--- src/rtl/usrt_tx_engine.sv ---
// USRT transmit engine: push FIFO, programmable bit timer and framing FSM driving tx/uclk_out.
// Optional build macro USRT_TX_STOP2_EN adds the stop2 input (two stop bits per frame).
module usrt_tx_engine #(
    parameter int DATA_W      = 8,
    parameter int FIFO_DEPTH  = 4,
    parameter int BAUD_DIV    = 80,
    parameter int PARITY_MODE = 1
) (
    input  logic                        pClk,
    input  logic                        rst,
    input  logic                        push,
    input  logic [DATA_W-1:0]           push_data,
`ifdef USRT_TX_STOP2_EN
    input  logic                        stop2,
`endif
    output logic                        full,
    output logic [$clog2(FIFO_DEPTH):0] count,
    output logic                        overflow,
    output logic                        tx,
    output logic                        uclk_out,
    output logic                        busy,
    output logic                        frame_done
);
    localparam int AW   = $clog2(FIFO_DEPTH);
    localparam int CW   = AW + 1;
    localparam int TW   = $clog2(BAUD_DIV);
    localparam int BW   = (DATA_W > 1) ? $clog2(DATA_W) : 1;
    localparam int HALF = BAUD_DIV / 2;

    if (PARITY_MODE < 0 || PARITY_MODE > 2) begin : g_bad_parity
        $error("usrt_tx_engine: PARITY_MODE must be 0, 1 or 2");
    end
    if (FIFO_DEPTH < 2 || (FIFO_DEPTH & (FIFO_DEPTH - 1)) != 0 || BAUD_DIV < 2 ||
        DATA_W < 1 || DATA_W > 16) begin : g_bad_geometry
        $error("usrt_tx_engine: illegal FIFO_DEPTH, BAUD_DIV or DATA_W");
    end

    typedef enum logic [2:0] {
        ST_IDLE   = 3'd0,
        ST_START  = 3'd1,
        ST_DATA   = 3'd2,
        ST_PARITY = 3'd3,
        ST_STOP   = 3'd4
    } state_t;

    function automatic logic calc_parity(input logic [DATA_W-1:0] d);
        calc_parity = (PARITY_MODE == 32'sd2) ? ~(^d) : (^d);
    endfunction

    logic [DATA_W-1:0] mem_q [FIFO_DEPTH];
    logic [DATA_W-1:0] mem_d [FIFO_DEPTH];
    logic [AW-1:0]     wr_ptr_q, wr_ptr_d, rd_ptr_q, rd_ptr_d;
    logic [CW-1:0]     count_q, count_d;
    logic              full_q, full_d, overflow_q, overflow_d;
    logic              push_ok_s, pop_s, stop2_in_s, last_tick_s, stop_end_s;
    logic [DATA_W-1:0] head_s;

    state_t            state_q, state_d;
    logic [TW-1:0]     timer_q, timer_d;
    logic [BW-1:0]     bit_q, bit_d;
    logic [DATA_W-1:0] shreg_q, shreg_d;
    logic              par_q, par_d, stop2_q, stop2_d, stop_half_q, stop_half_d;
    logic              tx_q, tx_d, uclk_q, uclk_d, busy_q, busy_d, frame_done_q, frame_done_d;

`ifdef USRT_TX_STOP2_EN
    assign stop2_in_s = stop2;
`else
    assign stop2_in_s = 1'b0;
`endif

    assign head_s = mem_q[rd_ptr_q];

    // FIFO next state; acceptance uses the pre-edge count so a same-cycle pop never frees a slot
    always_comb begin
        mem_d     = mem_q;
        push_ok_s = push && (count_q != CW'(FIFO_DEPTH));
        if (push_ok_s) begin
            mem_d[wr_ptr_q] = push_data;
            wr_ptr_d        = wr_ptr_q + AW'(1'b1);
        end else begin
            wr_ptr_d        = wr_ptr_q;
        end
        if (pop_s) begin
            rd_ptr_d = rd_ptr_q + AW'(1'b1);
        end else begin
            rd_ptr_d = rd_ptr_q;
        end
        case ({push_ok_s, pop_s})
            2'b10:   count_d = count_q + CW'(1'b1);
            2'b01:   count_d = count_q - CW'(1'b1);
            default: count_d = count_q;
        endcase
        full_d     = (count_d == CW'(FIFO_DEPTH));
        overflow_d = push && !push_ok_s;
    end

    // FIFO storage, pointers and status flags
    always_ff @(posedge pClk) begin
        if (rst) begin
            for (int i = 0; i < FIFO_DEPTH; i++) begin
                mem_q[i] <= {DATA_W{1'b0}};
            end
            wr_ptr_q   <= {AW{1'b0}};
            rd_ptr_q   <= {AW{1'b0}};
            count_q    <= {CW{1'b0}};
            full_q     <= 1'b0;
            overflow_q <= 1'b0;
        end else begin
            mem_q      <= mem_d;
            wr_ptr_q   <= wr_ptr_d;
            rd_ptr_q   <= rd_ptr_d;
            count_q    <= count_d;
            full_q     <= full_d;
            overflow_q <= overflow_d;
        end
    end

    // Framing FSM: bit timer, data shift, and frame loading from the FIFO head
    always_comb begin
        state_d     = state_q;
        bit_d       = bit_q;
        shreg_d     = shreg_q;
        par_d       = par_q;
        stop2_d     = stop2_q;
        stop_half_d = stop_half_q;
        pop_s       = 1'b0;
        stop_end_s  = 1'b0;
        last_tick_s = (timer_q == TW'(BAUD_DIV - 1));
        if (state_q == ST_IDLE || last_tick_s) begin
            timer_d = {TW{1'b0}};
        end else begin
            timer_d = timer_q + TW'(1'b1);
        end
        case (state_q)
            ST_IDLE: begin
                if (count_q != {CW{1'b0}}) begin
                    pop_s   = 1'b1;
                    state_d = ST_START;
                end else begin
                    state_d = ST_IDLE;
                end
            end
            ST_START: begin
                if (last_tick_s) begin
                    state_d = ST_DATA;
                    bit_d   = {BW{1'b0}};
                end else begin
                    state_d = ST_START;
                end
            end
            ST_DATA: begin
                if (last_tick_s) begin
                    shreg_d = shreg_q >> 1;
                    if (bit_q == BW'(DATA_W - 1)) begin
                        state_d     = (PARITY_MODE != 32'sd0) ? ST_PARITY : ST_STOP;
                        stop_half_d = 1'b0;
                    end else begin
                        bit_d = bit_q + BW'(1'b1);
                    end
                end else begin
                    state_d = ST_DATA;
                end
            end
            ST_PARITY: begin
                if (last_tick_s) begin
                    state_d     = ST_STOP;
                    stop_half_d = 1'b0;
                end else begin
                    state_d = ST_PARITY;
                end
            end
            ST_STOP: begin
                if (last_tick_s && stop2_q && !stop_half_q) begin
                    stop_half_d = 1'b1;
                end else if (last_tick_s) begin
                    // Queue not empty: chain straight into the next start bit
                    stop_end_s = 1'b1;
                    if (count_q != {CW{1'b0}}) begin
                        pop_s   = 1'b1;
                        state_d = ST_START;
                    end else begin
                        state_d = ST_IDLE;
                    end
                end else begin
                    state_d = ST_STOP;
                end
            end
            default: begin
                state_d = ST_IDLE;
            end
        endcase
        if (pop_s) begin
            shreg_d     = head_s;
            par_d       = calc_parity(head_s);
            stop2_d     = stop2_in_s;
            stop_half_d = 1'b0;
        end else begin
            par_d       = par_q;
        end
    end

    // FSM state registers
    always_ff @(posedge pClk) begin
        if (rst) begin
            state_q     <= ST_IDLE;
            timer_q     <= {TW{1'b0}};
            bit_q       <= {BW{1'b0}};
            shreg_q     <= {DATA_W{1'b0}};
            par_q       <= 1'b0;
            stop2_q     <= 1'b0;
            stop_half_q <= 1'b0;
        end else begin
            state_q     <= state_d;
            timer_q     <= timer_d;
            bit_q       <= bit_d;
            shreg_q     <= shreg_d;
            par_q       <= par_d;
            stop2_q     <= stop2_d;
            stop_half_q <= stop_half_d;
        end
    end

    // Line outputs, one cycle behind the FSM so tx, uclk_out and frame_done stay aligned
    always_comb begin
        case (state_q)
            ST_IDLE:   tx_d = 1'b0;
            ST_START:  tx_d = 1'b1;
            ST_DATA:   tx_d = shreg_q[0];
            ST_PARITY: tx_d = par_q;
            ST_STOP:   tx_d = 1'b0;
            default:   tx_d = 1'b0;
        endcase
        busy_d       = (state_q != ST_IDLE);
        uclk_d       = busy_d && (timer_q < TW'(HALF));
        frame_done_d = stop_end_s;
    end

    // Output registers
    always_ff @(posedge pClk) begin
        if (rst) begin
            tx_q         <= 1'b0;
            uclk_q       <= 1'b0;
            busy_q       <= 1'b0;
            frame_done_q <= 1'b0;
        end else begin
            tx_q         <= tx_d;
            uclk_q       <= uclk_d;
            busy_q       <= busy_d;
            frame_done_q <= frame_done_d;
        end
    end

    assign full       = full_q;
    assign count      = count_q;
    assign overflow   = overflow_q;
    assign tx         = tx_q;
    assign uclk_out   = uclk_q;
    assign busy       = busy_q;
    assign frame_done = frame_done_q;
endmodule

--- config.mk ---
export PLATFORM = sky130hd
export DESIGN_NAME = usrt_tx_engine
export DESIGN_NICKNAME = d
export VERILOG_FILES = /design/src/rtl/usrt_tx_engine.sv
export SDC_FILE = /design/constraint.sdc
export NUM_CORES = 1
export LEC_CHECK = 0
export ABC_AREA = 1
export BUFFER_PORTS_ARGS = -buffer_cell sky130_fd_sc_hd__buf_2
export CORE_MARGIN = 4
export CORE_UTILIZATION = 55
export CTS_BUF_LIST = sky130_fd_sc_hd__clkbuf_8 sky130_fd_sc_hd__clkbuf_16
export DETAILED_ROUTE_END_ITERATION = 16
export PLACE_DENSITY_LB_ADDON = 0.12
export SYNTH_ARGS = -nofsm -noshare
export SYNTH_HDL_FRONTEND = slang
export SYNTH_SLANG_ARGS = --single-unit
--- constraint.sdc ---
create_clock -name pClk -period 2.7 [get_ports pClk]
set_clock_uncertainty 0.1 [all_clocks]
set_input_delay 0 -clock pClk [delete_from_list [all_inputs] [get_ports pClk]]
set_output_delay 0 -clock pClk [all_outputs]
set_load 0.02 [all_outputs]
==> flow_metrics.env, run 1 <==
export IMPL_clkTransAtPathRegs_ps=70
export IMPL_maxSlewViolCount=0
export IMPL_cp_top_family="simple AND/OR/NAND/NOR gates"
export IMPL_outcome="finished, final reports clean"
export IMPL_synth_compound_area_share_pct=12.44
export IMPL_ys_seq_area_share_pct=41.53
export IMPL_avgSynthCellArea_um2=7.082
export IMPL_seq_power_share_pct=35.9
export IMPL_yosysTopAreaCellShare_pct=41.53
export IMPL_die_area_um2=7161
export IMPL_worst_endpoint_required_ps=2880
export IMPL_fmax_mhz=404.9
export IMPL_hold_path_class="primary input to flop"
export IMPL_rows=27
export IMPL_synth_most_common_cell="nand2_1"
export IMPL_routed_wl_mm=7.334
export IMPL_synthFlopType="dfxtp_1"
export IMPL_chipWidth_um=84.63
export IMPL_drt_iter0_markers=148
export IMPL_firstDrtPassIters=4
export IMPL_fin_tns_setup_ps=0
export IMPL_viasPerCell=5.343
export IMPL_finalSetupViolCount=0
export IMPL_leakage_nw=1.639
export IMPL_ff2ff_setup_slack_ps=230
export IMPL_worst_r2r_path_depth=18
export IMPL_p_int_mw=2.092
export IMPL_syn2layout_area_growth_pct=15.46
export IMPL_wire_per_inst_um=12.98
export IMPL_cp_num_buf_inv=3
export IMPL_hold_violations=0
export IMPL_drive_above_1_share_pct=14.20
export IMPL_coreArea_um2=5608
export IMPL_hpwl_mm=5.060
export IMPL_comb_power_share_pct=36.1
export IMPL_overflow=0
export IMPL_rsz0062_at_grt="false"
export IMPL_synthSimpleGateAreaFrac_pct=34.79
export IMPL_port_buffers=19
export IMPL_syn_nets=476
export IMPL_p_per_area_nw_per_um2=899.3
export IMPL_drt_drc_violations_left=0
export IMPL_min_period_over_period_pct=91.47
export IMPL_hold_depth=4
export IMPL_switching_share_pct=37.62
export IMPL_worst_setup_path_type="flop to flop"
export IMPL_synth_area_um2=3229
export IMPL_syn_inst=456
export IMPL_cts_tree="done"
export IMPL_cts_sinks=67
export IMPL_arrival_ps=2650
export IMPL_ios=20
export IMPL_r2r_start="timer_q[0]"
export IMPL_min_to="overflow"
export IMPL_gp_congestion=0.8314
export IMPL_synth_edf_count=0
export IMPL_route_vias_total=3019
export IMPL_cts_buffers_inserted=9
export IMPL_antenna_found_initial=0
export IMPL_ant_nets=0
export IMPL_grt_pass1_wl_mm=12.50
export IMPL_ys_types=35
export IMPL_yosysWarnings=0
export IMPL_cp_slowest_stage_delay_ps=340
export IMPL_p_sw_mw=1.261
export IMPL_synth_top_family_by_area="simple AND/OR/NAND/NOR gates"
export IMPL_synthTopCellsByCount="nand2_1, dfxtp_1, a21oi_1"
export IMPL_fin_crit_ps=2470
export IMPL_cts_root_buffer_cell="clkbuf_8"
export IMPL_yosys_area_share_adder_pct=3.719
export IMPL_clkPwrFrac_pct=28.0
export IMPL_relSlewSlack_pct=76.76
export IMPL_ir_drop_mv=0.4903
export IMPL_dieHeight_um=84.63
export IMPL_insertion_delay_ps=340
export IMPL_synth_ff_latch_count=67
export IMPL_hp_start="push"
export IMPL_grt_pass1_vias=2727
export IMPL_grt_usage_pct=21.35
export IMPL_synth_area_leaders="dfxtp_1, nand2_1, a21oi_1, nand3_1, ha_1"
export IMPL_synthArstFlopShare_pct=0
export IMPL_final_nets=508
export IMPL_synth_xor_area_share_pct=0.8136
export IMPL_rr_endpoint="full"
export IMPL_yosys_area_top_type="dfxtp_1"
export IMPL_worstMarginPinSlew_ps=339.9
export IMPL_end_kind="flop"
export IMPL_antennaDiodeCount=0
export IMPL_setup_worst_path_start_class="flop"
export IMPL_maxCapViolCount=0
export IMPL_start_util_pct=57.59
export IMPL_crit_slowest_cell="dfxtp_2"
export IMPL_power_total_mw=3.353
export IMPL_grt_max_degree=37
export IMPL_crit_chain="ha_2 -> nand2_1 -> inv_2 -> nand2_4 -> nor2_4 -> nand2_4 -> nand2_2 -> nand2_4 -> inv_4 -> ha_1 -> inv_1 -> fa_2 -> nand2_1 -> nand2_1 -> nor2_1 -> o21ai_0 -> a21oi_1 -> and3_1"
export IMPL_synth_mux_area_share_pct=0
export IMPL_path_max_fanout=4
export IMPL_cts_path_max_buffers=2
export IMPL_htreeDepth=3
## cell families after synthesis
group,Yosys count
and+or+nand+nor,253
buffers and inverters,47
AOI/OAI and AO/OA,77
DFF,67
xor gates and xnor gates,3
adders and majority gates,9
## state kept, by name, indices dropped and copies added (netlist names), 2 cells and up
name / cells
bit_q: 3
count: 3
mem_q: 32
rd_ptr_q: 2
shreg_q: 8
state_q: 3
timer_q: 7
wr_ptr_q: 2
## placed cells by master, fill, tap and decap left out, drive strengths merged, types with 8 or more instances in the layout
cell type    instances
nand2              162
nor2                28
inv                 29
a21oi               51
ha                   8
nand3               54
buf                 29
clkbuf              11
o21ai               20
dlygate4sd3         10
dfxtp               67
## per-layer routing
| metal | global-route usage [%] | vias to the layer above | routed length, µm |
|---|---|---|---|
| li1 | - | 1558 | - |
| met1 | 27.89 | 1382 | 3436 |
| met2 | 35.23 | 68 | 3515 |
| met3 | 3.631 | 11 | 278 |
| met4 | 8.058 | 0 | 103 |
| met5 | 0 | - | 0 |
## layout make-up
class / instances / area, µm²
clock buffers: 11 / 151.4
repair buffers: 39 / 270.3
well taps: 72 / 90.09
fillers: 526 / 1879
inverters: 29 / 113.9
multi-input cells: 342 / 1684
flip-flops and latches: 67 / 1344
clock inverters: 5 / 75.07
## worst min-delay path: cells and delay by family
family	cells	cell delay, ps
and+or+nand+nor	2	110
buffers and inverters	2	620
## stage by stage
stage	instances	hold WS [ps]	util [%]	setup slack (ps)	cell area [µm²]
floorplan	456	20.65	-	286.4	3229
global placement	536	137.3	60.00	184.5	3364
detailed placement	536	144.5	60.00	110.2	3364
CTS	562	329.2	65.82	94.22	3691
global route	565	379.3	66.49	14.27	3729
finish	565	340.2	66.49	230.4	3729
## power by group through the flow
| stage | clock, mW | sequential [mW] | combinational [mW] |
|---|---|---|---|
| after floorplan | 0 | 1.24 | 0.868 |
| after CTS | 0.958 | 1.20 | 1.17 |
| after global placement | 0 | 1.22 | 1.14 |
| final | 0.940 | 1.20 | 1.21 |
| after global routing | 1.00 | 1.22 | 1.37 |
| after detailed placement | 0 | 1.22 | 1.16 |
## worst max path at each step
stage / slack, ps / cells after the start / from / end
floorplan: 290 / 18 / timer_q[0] / full
global placement: 180 / 18 / timer_q[0] / full
detailed placement: 110 / 18 / timer_q[0] / full
CTS: 90 / 18 / timer_q[0] / full
global route: 10 / 18 / timer_q[0] / full
finish: 230 / 18 / timer_q[0] / full
## timing repair
item,in CTS,in global routing
gates resized for setup,0,6
buffers inserted,0,3
setup endpoints to repair,0,2
endpoints found under the hold margin,46,0
hold buffers,10,0
Power figures use the tool's default switching activity.
==> run 2: changes to the inputs <==
==> constraint.sdc (replaced) <==
create_clock -name pClk -period 2.7 [get_ports pClk]
set_clock_uncertainty 0.1 [all_clocks]
set_input_delay 0.27 -clock pClk [delete_from_list [all_inputs] [get_ports pClk]]
set_output_delay 0.27 -clock pClk [all_outputs]
set_load 0.02 [all_outputs]
==> flow_metrics.env, run 2 (same netlist as run 1, synthesis figures left out) <==
export IMPL_worst_endpoint_required_ps=2880
export IMPL_dieHeight_um=84.63
export IMPL_routed_wl_mm=7.298
export IMPL_htreeDepth=3
export IMPL_fillCellCount=535
export IMPL_grt_max_degree=37
export IMPL_firstDrtPassIters=4
export IMPL_syn2layout_area_growth_pct=12.36
export IMPL_rsz0062_at_grt="false"
export IMPL_worstMarginPinSlew_ps=339.9
export IMPL_clkTransAtPathRegs_ps=70
export IMPL_wire_per_inst_um=13.15
export IMPL_cts_sinks=67
export IMPL_start_util_pct=57.59
export IMPL_dp_slack_ps=110.2
export IMPL_final_nets=498
export IMPL_setup_worst_path_start_class="flop"
export IMPL_seq_area_um2=1344
export IMPL_overflow=0
export IMPL_seq_power_share_pct=36.0
export IMPL_p_int_mw=2.082
export IMPL_finalSetupViolCount=0
export IMPL_gp_congestion=0.8313
export IMPL_multi_input_area_um2=1684
export IMPL_grt_pass1_vias=2694
export IMPL_rows=27
export IMPL_worst_setup_path_type="flop to flop"
export IMPL_placedCellCount=536
export IMPL_stdcell_count=555
export IMPL_ios=20
export IMPL_largest_register_ff_count=32
export IMPL_maxSlewViolCount=0
export IMPL_switching_share_pct=37.70
export IMPL_min_period_over_period_pct=91.45
export IMPL_hold_slack_ps=64.42
export IMPL_hold_path_class="primary input to flop"
export IMPL_die_area_um2=7161
export IMPL_hold_violations=0
export IMPL_antennaDiodeCount=0
export IMPL_p_per_area_nw_per_um2=921.2
export IMPL_ant_nets=0
export IMPL_grt_usage_pct=21.13
export IMPL_hpwl_mm=5.060
export IMPL_cts_buffers_inserted=9
export IMPL_clkPwrFrac_pct=28.2
export IMPL_chipWidth_um=84.63
export IMPL_drive_above_1_share_pct=14.49
export IMPL_p_sw_mw=1.260
export IMPL_grt_pass1_wl_mm=12.36
export IMPL_outcome="finished, final reports clean"
export IMPL_comb_power_share_pct=35.8
export IMPL_fmax_mhz=405.0
export IMPL_port_buffers=19
export IMPL_fin_tns_setup_ps=0
export IMPL_drt_iter0_markers=167
export IMPL_path_max_fanout=4
export IMPL_leakage_nw=1.597
export IMPL_regMostFlops="mem_q"
export IMPL_maxCapViolCount=0
export IMPL_cts_root_buffer_cell="clkbuf_8"
export IMPL_finalWorstSetupSlack_ps=230.8
export IMPL_drt_drc_violations_left=0
export IMPL_ir_drop_mv=0.5167
export IMPL_end_kind="flop"
export IMPL_cts_path_max_buffers=2
export IMPL_cts_tree="done"
export IMPL_antenna_found_initial=0
export IMPL_relSlewSlack_pct=76.76
export IMPL_viasPerCell=5.377
export IMPL_arrival_ps=2650
export IMPL_fin_crit_ps=2469
export IMPL_layout_commonest_cell="nand2_1"
export IMPL_layout_common_cells="nand2_1, dfxtp_1, a21oi_1"
export IMPL_insertion_delay_ps=340
export IMPL_reg_top3="mem_q (32), shreg_q (8), timer_q (7)"
export IMPL_route_vias_total=2984
export IMPL_coreArea_um2=5608
-- run 2: cell types whose count changed in the layout (fill, tap and decap cells not counted), sizes merged --
cell / before / now
dlygate4sd3: 10 / 0
-- run 2: layout make-up --
class | instances | area share [%]
multi-input cells | 342 | 46.41
flip-flops and latches | 67 | 37.03
well taps | 72 | 2.483
clock buffers | 11 | 4.172
repair buffers | 29 | 4.690
clock inverters | 5 | 2.069
inverters | 29 | 3.138
-- run 2: worst paths after layout --
kind	start	endpoint	slack, ps	cells past startpoint
max	timer_q[0]	full	230	18
min	push	overflow	60	3
max reg2reg	timer_q[0]	full	230	18
min reg2reg	mem_q[12]	mem_q[12]	360	2
-- run 2: layer usage --
| layer | global-route usage [%] | vias to the layer above | routed length (µm) |
|---|---|---|---|
| met5 | 0 | - | 0 |
| met4 | 8.058 | 0 | 103 |
| met3 | 3.631 | 11 | 325 |
| met2 | 34.88 | 63 | 3486 |
| met1 | 27.53 | 1368 | 3382 |
| li1 | - | 1542 | - |
-- run 2: power by group through the flow --
stage          clock (mW)  sequential [mW]  combinational [mW]
2_1_floorplan           0             1.24               0.868
3_3_place_gp            0             1.22                1.14
3_5_place_dp            0             1.22                1.16
4_1_cts             0.958             1.20                1.16
5_1_grt              1.00             1.22                1.36
6_report            0.941             1.20                1.20
-- run 2: critical path: stages (launching register included) --
cell and delay (ps):
dfxtp_2 340, ha_2 170, nand2_1 60, inv_2 80, nand2_4 60, nor2_4 150, nand2_4 80, nand2_2 90
nand2_4 60, inv_4 60, ha_1 120, inv_1 60, fa_2 340, nand2_1 70, nand2_1 40, nor2_1 100
o21ai_0 80, a21oi_1 160, and3_1 160
-- run 2: what timing repair did --
item,CTS,global route
resized for setup,0,6
endpoints found under the setup margin,0,2
buffers inserted,0,3
hold buffers,0,0
-- run 2: through the flow --
step,util (%),total power [mW],cell area (µm²)
6_report,64.70,3.342,3628
2_1_floorplan,-,2.111,3229
3_5_place_dp,60.00,2.378,3364
4_1_cts,64.03,3.321,3591
5_1_grt,64.70,3.583,3628
3_3_place_gp,60.00,2.359,3364
==> run 3: changes to the inputs <==
--- a/config.mk
+++ b/config.mk
@@ -9,7 +9,7 @@
 export BUFFER_PORTS_ARGS = -buffer_cell sky130_fd_sc_hd__buf_2
 export CORE_MARGIN = 4
 export CORE_UTILIZATION = 55
-export CTS_BUF_LIST = sky130_fd_sc_hd__clkbuf_8 sky130_fd_sc_hd__clkbuf_16
+export CTS_BUF_LIST = sky130_fd_sc_hd__clkbuf_16
 export DETAILED_ROUTE_END_ITERATION = 16
 export PLACE_DENSITY_LB_ADDON = 0.12
 export SYNTH_ARGS = -nofsm -noshare
==> flow_metrics.env, run 3 (same netlist as run 1, synthesis figures left out) <==
export IMPL_leakage_nw=1.623
export IMPL_viasPerCell=5.373
export IMPL_arrival_ps=2650
export IMPL_finalWorstSetupSlack_ps=214.4
export IMPL_antennaDiodeCount=0
export IMPL_coreArea_um2=5608
export IMPL_outcome="finished, final reports clean"
export IMPL_hpwl_mm=5.060
export IMPL_overflow=0
export IMPL_gp_congestion=0.8313
export IMPL_fin_area_um2=3700
export IMPL_firstDrtPassIters=7
export IMPL_reg_top3="mem_q (32), shreg_q (8), timer_q (7)"
export IMPL_fillCellCount=516
export IMPL_hold_path_class="primary input to flop"
export IMPL_clkTransAtPathRegs_ps=50
export IMPL_end_kind="flop"
export IMPL_grt_usage_pct=21.58
export IMPL_layout_commonest_cell="nand2_1"
export IMPL_htreeDepth=3
export IMPL_port_buffers=19
export IMPL_worst_endpoint_required_ps=2860
export IMPL_antenna_found_initial=0
export IMPL_place_area_um2=3364
export IMPL_final_nets=496
export IMPL_drive_above_1_share_pct=13.72
export IMPL_grt_pass1_wl_mm=12.61
export IMPL_route_vias_total=2971
export IMPL_fmax_mhz=402.3
export IMPL_p_per_area_nw_per_um2=968.9
export IMPL_hold_violations=0
export IMPL_cts_tree="done"
export IMPL_cts_buffers_inserted=9
export IMPL_dp_slack_ps=110.2
export IMPL_multi_input_area_um2=1689
export IMPL_fin_tns_setup_ps=0
export IMPL_setup_worst_path_start_class="flop"
export IMPL_relSlewSlack_pct=76.66
export IMPL_chipWidth_um=84.63
export IMPL_ant_nets=0
export IMPL_min_period_over_period_pct=92.06
export IMPL_worstMarginPinSlew_ps=341.3
export IMPL_grt_max_degree=37
export IMPL_cts_path_max_buffers=2
export IMPL_cts_root_buffer_cell="clkbuf_16"
export IMPL_routed_wl_mm=7.348
export IMPL_largest_register_ff_count=32
export IMPL_rows=27
export IMPL_wire_per_inst_um=13.29
export IMPL_hold_buffers=0
export IMPL_insertion_delay_ps=320
export IMPL_power_total_mw=3.585
export IMPL_drt_iter0_markers=178
export IMPL_maxSlewViolCount=0
export IMPL_die_area_um2=7161
export IMPL_regMostFlops="mem_q"
export IMPL_rsz0062_at_grt="false"
export IMPL_layout_common_cells="nand2_1, dfxtp_1, a21oi_1"
export IMPL_ir_drop_mv=0.4977
export IMPL_cts_sinks=67
export IMPL_finalSetupViolCount=0
export IMPL_worst_setup_path_type="flop to flop"
export IMPL_fin_crit_ps=2486
export IMPL_path_max_fanout=8
export IMPL_dieHeight_um=84.63
export IMPL_maxCapViolCount=0
export IMPL_start_util_pct=57.59
export IMPL_drt_drc_violations_left=0
export IMPL_syn2layout_area_growth_pct=14.57
export IMPL_seq_area_um2=1344
export IMPL_ios=20
export IMPL_grt_pass1_vias=2786
export IMPL_final_util_pct=65.98
-- run 3: final cells by class --
| cell class | count | share of cell area, % |
|---|---|---|
| Clock buffer | 9 | 6.087 |
| Clock inverter | 7 | 2.232 |
| Inverter | 29 | 3.077 |
| Multi-Input combinational cell | 342 | 45.65 |
| Sequential cell | 67 | 36.32 |
| Tap cell | 72 | 2.435 |
| Timing Repair Buffer | 27 | 4.193 |
-- run 3: per-layer routing --
metal  vias up  track usage [%]  part of all wire [%]  wire [µm]
met3        11            4.514                   4.5        332
met5         -                0                     0          0
met4         0            8.201                   1.5        108
li1       1535                -                     -          -
met2        66            36.44                    48       3559
met1      1359            26.93                    46       3347
-- run 3: worst paths after layout --
| check | start | to | slack (ps) | depth (start not counted) |
|---|---|---|---|---|
| max reg2reg | timer_q[0] | full | 210 | 18 |
| min | push | overflow | 80 | 3 |
| min reg2reg | timer_q[0] | timer_q[0] | 320 | 1 |
| max | timer_q[0] | full | 210 | 18 |
-- run 3: stage by stage --
stage                     hold WS [ps]  std cells
after global placement           331.9        536
final                            80.40        553
after global routing             98.28        553
after floorplan                  290.7        456
after CTS                        76.95        552
after detailed placement         341.5        536
-- run 3: what timing repair did --
action,in CTS,in global routing
resized for setup,0,7
setup endpoints to repair,0,2
buffers inserted,0,1
-- run 3: report_power, final --
part	internal, mW	total, mW	switching [mW]
logic	0.381	1.18	0.797
registers	1.12	1.21	0.0864
clock network	0.796	1.20	0.406
total	2.30	3.58	1.29
-- run 3: worst max-delay path, cell delays in order, from the launching register on --
cell and delay (ps):
dfxtp_2 330, ha_2 170, nand2_1 60, inv_2 80, nand2_4 60, nor2_4 150
nand2_4 80, nand2_4 70, nand2_4 80, inv_4 70, ha_1 130, inv_1 70
fa_2 340, nand2_1 70, nand2_1 40, nor2_1 110, o21ai_0 80, a21oi_1 160
and3_1 160
